### src/rtl/taillight_seq.sv
// Sequential turn-signal tail-light controller: thermometer sweep per side, hazard flash, divided step tick.
// Optional brake overlay and Brake port are compiled in when TAILLIGHT_BRAKE_EN is defined.
module taillight_seq #(
  parameter int LAMPS    = 3,
  parameter int TICK_DIV = 33554432
) (
  input  logic             Clk,
  input  logic             Rst,
  input  logic [1:0]       S,
`ifdef TAILLIGHT_BRAKE_EN
  input  logic             Brake,
`endif
  output logic [LAMPS-1:0] Left,
  output logic [LAMPS-1:0] Right,
  output logic             Tick
);

  localparam int DW = (TICK_DIV > 1) ? $clog2(TICK_DIV) : 1;
  localparam int SW = $clog2(LAMPS + 1);
  localparam logic [DW-1:0]    DIV_MAX  = DW'(TICK_DIV - 1);
  localparam logic [SW-1:0]    STEP_MAX = SW'(LAMPS);
  localparam logic [LAMPS-1:0] ALL_ON   = '1;

  // Encoding matches S directly so the decode is a cast.
  typedef enum logic [1:0] {
    ST_OFF    = 2'b00,
    ST_RIGHT  = 2'b01,
    ST_LEFT   = 2'b10,
    ST_HAZARD = 2'b11
  } mode_e;

  mode_e            state_q, state_d;
  logic [DW-1:0]    div_q, div_d;
  logic [SW-1:0]    step_q, step_d;
  logic             tick_d;
  logic             mode_change;
  logic [LAMPS-1:0] therm;
  logic [LAMPS-1:0] left_d, right_d;

  // State register: mode, divider and step counter.
  always_ff @(posedge Clk or posedge Rst) begin
    if (Rst) begin
      state_q <= ST_OFF;
      div_q   <= '0;
      step_q  <= '0;
    end else begin
      state_q <= state_d;
      div_q   <= div_d;
      step_q  <= step_d;
    end
  end

  // Next state: mode follows S every edge; a mode change restarts the sequence.
  always_comb begin
    state_d     = mode_e'(S);
    mode_change = (state_d != state_q);
    div_d       = div_q + DW'(1);
    step_d      = step_q;
    tick_d      = 1'b0;
    if (mode_change || state_q == ST_OFF) begin
      div_d  = '0;
      step_d = '0;
    end else if (div_q == DIV_MAX) begin
      div_d  = '0;
      tick_d = 1'b1;
      if (state_q == ST_HAZARD)
        step_d = (step_q == '0) ? SW'(1) : '0;
      else
        step_d = (step_q == STEP_MAX) ? '0 : step_q + SW'(1);
    end
  end

  // Output decode from the next mode/step so the registered lamps land on the causing edge.
  always_comb begin
    therm   = ~(ALL_ON << step_d);
    left_d  = '0;
    right_d = '0;
    case (state_d)
      ST_RIGHT:  right_d = therm;
      ST_LEFT:   left_d  = therm;
      ST_HAZARD: begin
        left_d  = (step_d != '0) ? ALL_ON : '0;
        right_d = (step_d != '0) ? ALL_ON : '0;
      end
      default: begin
        left_d  = '0;
        right_d = '0;
      end
    endcase
`ifdef TAILLIGHT_BRAKE_EN
    // Brake lights whichever side is idle; hazard flashing wins over brake.
    if (Brake) begin
      case (state_d)
        ST_OFF: begin
          left_d  = ALL_ON;
          right_d = ALL_ON;
        end
        ST_RIGHT: left_d  = ALL_ON;
        ST_LEFT:  right_d = ALL_ON;
        default:  ;
      endcase
    end
`endif
  end

  always_ff @(posedge Clk or posedge Rst) begin
    if (Rst) begin
      Left  <= '0;
      Right <= '0;
      Tick  <= 1'b0;
    end else begin
      Left  <= left_d;
      Right <= right_d;
      Tick  <= tick_d;
    end
  end

endmodule

### config.mk
export PLATFORM = sky130hd
export DESIGN_NAME = taillight_seq
export DESIGN_NICKNAME = d
export VERILOG_FILES = /design/src/rtl/taillight_seq.sv
export SDC_FILE = /design/constraint.sdc
export NUM_CORES = 1
export LEC_CHECK = 0
export CORE_ASPECT_RATIO = 0.5
export CORE_MARGIN = 5
export CORE_UTILIZATION = 30
export CTS_BUF_LIST = sky130_fd_sc_hd__clkbuf_16
export DETAILED_ROUTE_END_ITERATION = 8
export GPL_TIMING_DRIVEN = 0
export SYNTH_ARGS = -nofsm -noshare
export SYNTH_HDL_FRONTEND = slang
export SYNTH_SLANG_ARGS = --single-unit
### constraint.sdc
create_clock -name Clk -period 1.91 [get_ports Clk]
set_input_delay 0.191 -clock Clk [delete_from_list [all_inputs] [get_ports Clk]]
set_output_delay 0.191 -clock Clk [all_outputs]
set_load 0.02 [all_outputs]
==> impl_results.md <==
- Number of synthesized register bits: 36
- Ys flop type: dfrtp_1
- Post-Syn Instances: 179
- Register area share after synthesis: 0.492
- Tot GR Track Use: 0.0960
- Die Area: 7850 µm²
- Post-synth top area cell: dfrtp_1
- HPWL after DPL: 2.33 mm
- Net count after synthesis: 186
- Clock Path Buffers: 2
- Total I/O pin count: 11
- Final Hold Viols: 0
- Max IR drop VDD: 0.296 mV
- Yosys warns: 0
- Post-route clock period utilization: 0.956
- Pwr dens: 714 nW/µm²
- Antenna viol nets, final: 0
- Layout Nets: 208
- Clock root buffer: clkbuf_16
- Core area: 5980 µm²
- Most frequent cell after synthesis: dfrtp_1
- Critical path required time: 2100 ps
- Comb power frac: 0.052
- Post-synth cell types: 33
- Post-route DRC: 0
- Syn Area/Cell: 10.2 µm²
- Overall power: 1.61 mW
- Ranking of synthesized cells by area: dfrtp_1, xnor2_1, nor2_1
- Antenna Cells: 0
- Hold slack: 352 ps
- Number of synthesized flops with an enable pin: 0
- Largest net degree at the start of global routing: 37
- DR pass1 iterations: 4
- Net Switching: 0.338 mW
- GP Congestion: 0.818
- Vias in the first global route: 1,282
- Drt wl/cell: 12.2 µm
- Initial Util: 0.306
- WS Path Type: reg -> reg
- Commonest cells in the netlist: dfrtp_1, nor2_1, xnor2_1
- Chip height: 65.2 µm
- Async set-reset flop share out of synthesis: 1.00
- Max-Cap Viols: 0
- Via count: 1,308
- Internal power: 1.27 mW
- # hold bufs at CTS: 0
- CP endpoint kind: flip-flop
- CTS H-Tree Depth: 2
- Hold crit path type: in -> async
- Clock Power Share: 0.468
- Sw Share: 0.210
- CP Data Arrival Time: 2020 ps
- # port buffers: 10
- Minimum clock period after layout: 1830 ps
- Ratio of cells with drive above 1 in the final layout: 0.188
- DRT iter0 DRCs: 89
- Static leakage: 0.914 nW
- Worst R2R Setup Slack: 80 ps
- Clk slew on worst S/H paths: 50 ps
- First-pass GRT wire length: 5.98 mm
- Final setup vio count: 0
- CP Max Fanout: 5
- CP Launch Type: flip-flop
- Yosys top cell area share: 0.492
- Clock Skews: 7.13 ps
- WL final: 3.40 mm
- Area delta synth->final: 23.3%
- Critical path origin: div_q[0]
- Site Rows: 20
- Max-slew violation count: 0
- Clock Sink Count: 36
- Initial antenna violation count: 0
- Fmax achieved: 548 MHz
- Die W: 120 µm
- Cell area after synthesis: 1830 µm²
- CTS tree: yes
- Sequential Power Share: 0.480
- Critical R2R Launch: div_q[0]
- Slew @ Worst Pin: 725 ps
- Gr ovfl total: 0
- Clock latency on the worst-skew pair: 280 ps
- Via-to-Cell Ratio: 4.69
- Number of CTS-inserted buffers: 5
- Run status: finished, final reports clean
- Relative slew slack: 0.516
what timing repair did:
action | CTS | global route
setup buffers | 1 | 3
gates resized for setup | 3 | 9
pin swaps | 1 | 2
setup endpoints to repair | 27 | 26
cloned | 0 | 1
final timing paths:
path	to	depth (start not counted)
worst max-delay path	Left[2]	8
worst min-delay path	state_q[1]	2
worst max register to register	Left[2]	8
worst min register to register	div_q[7]	2
max in group asynchronous	div_q[17]	2
min in group Clk	state_q[1]	1
area by class of cell:
type                    count  area, µm²
inverters                   7       26.3
clock inverters             3       11.3
fillers                   580       3720
multi-input cells         131        877
clock buffers               5        125
repair buffers             15        159
flip-flops and latches     36        902
well taps                  77       96.3
plain buffers               5       58.8
kinds of logic after synthesis:
logic type | count (synthesis) | share of synthesized area
XOR/XNOR | 24 | 0.115
adder cells (fa/ha/maj) | 3 | 0.0205
flip-flops | 36 | 0.492
AND/OR/NAND/NOR | 88 | 0.258
multiplexers | 5 | 0.0294
buffers and inverters | 12 | 0.0431
AO/OA/AOI/OAI | 11 | 0.0417
worst max-delay path, stage by stage (launching register included):
cell and delay [ps]:
dfrtp_1 350, ha_2 190, and3_1 180, buf_6 120, nand2_4 70, nor3_4 200, buf_6 150, mux2_4 310
o22ai_1 170
routing by layer:
layer / global-route usage / share of wire / vias to the layer above
met1: 0.119 / 0.48 / 624
li1: - / - / 656
met3: 0.0284 / 0.041 / 6
met4: 0.0424 / 0.015 / 0
met2: 0.156 / 0.46 / 22
met5: 0 / 0 / -
state kept, by name, summed over array words and instances (netlist names):
register  count
Left          3
Right         3
Tick          1
div_q        25
state_q       2
step_q        2
metrics by stage:
| stage | std cells | worst slack, ps | TNS (ps) | utilization | instance area, µm² |
|---|---|---|---|---|---|
| after floorplan | 179 | 86.7 | 0 | - | 1830 |
| after global placement | 266 | -125 | -1340 | 0.339 | 2030 |
| after detailed placement | 266 | -140 | -2100 | 0.339 | 2030 |
| after CTS | 275 | 12.0 | 0 | 0.364 | 2180 |
| after global routing | 279 | -10.1 | -11.0 | 0.377 | 2260 |
| final | 279 | 84.4 | 0 | 0.377 | 2260 |
power by group through the flow:
stage | clock network, mW | logic, mW | registers, mW
CTS | 0.781 | 0.0744 | 0.772
global route | 0.817 | 0.0953 | 0.772
global placement | 0 | 0.0707 | 0.786
detailed placement | 0 | 0.0710 | 0.786
finish | 0.754 | 0.0840 | 0.772
floorplan | 0 | 0.0510 | 0.785
placed cells by master, fill, tap and decap left out, types with 2 or more instances in the layout:
| master | count |
|---|---|
| xor2_1 | 7 |
| o22ai_1 | 2 |
| nand2_1 | 11 |
| clkbuf_16 | 6 |
| buf_6 | 4 |
| nand4_1 | 5 |
| inv_1 | 8 |
| and3_1 | 2 |
| nor2_2 | 8 |
| and4_2 | 4 |
| nand3_1 | 11 |
| a21oi_1 | 2 |
| clkdlybuf4s50_1 | 10 |
| nor4_1 | 3 |
| xnor2_1 | 17 |
| nor3_1 | 7 |
| o2bb2ai_1 | 2 |
| nor2_1 | 29 |
| and4_1 | 2 |
| ha_1 | 2 |
| buf_4 | 3 |
| dfrtp_1 | 35 |
| mux2_2 | 2 |
(Power assumes the default switching activity.)
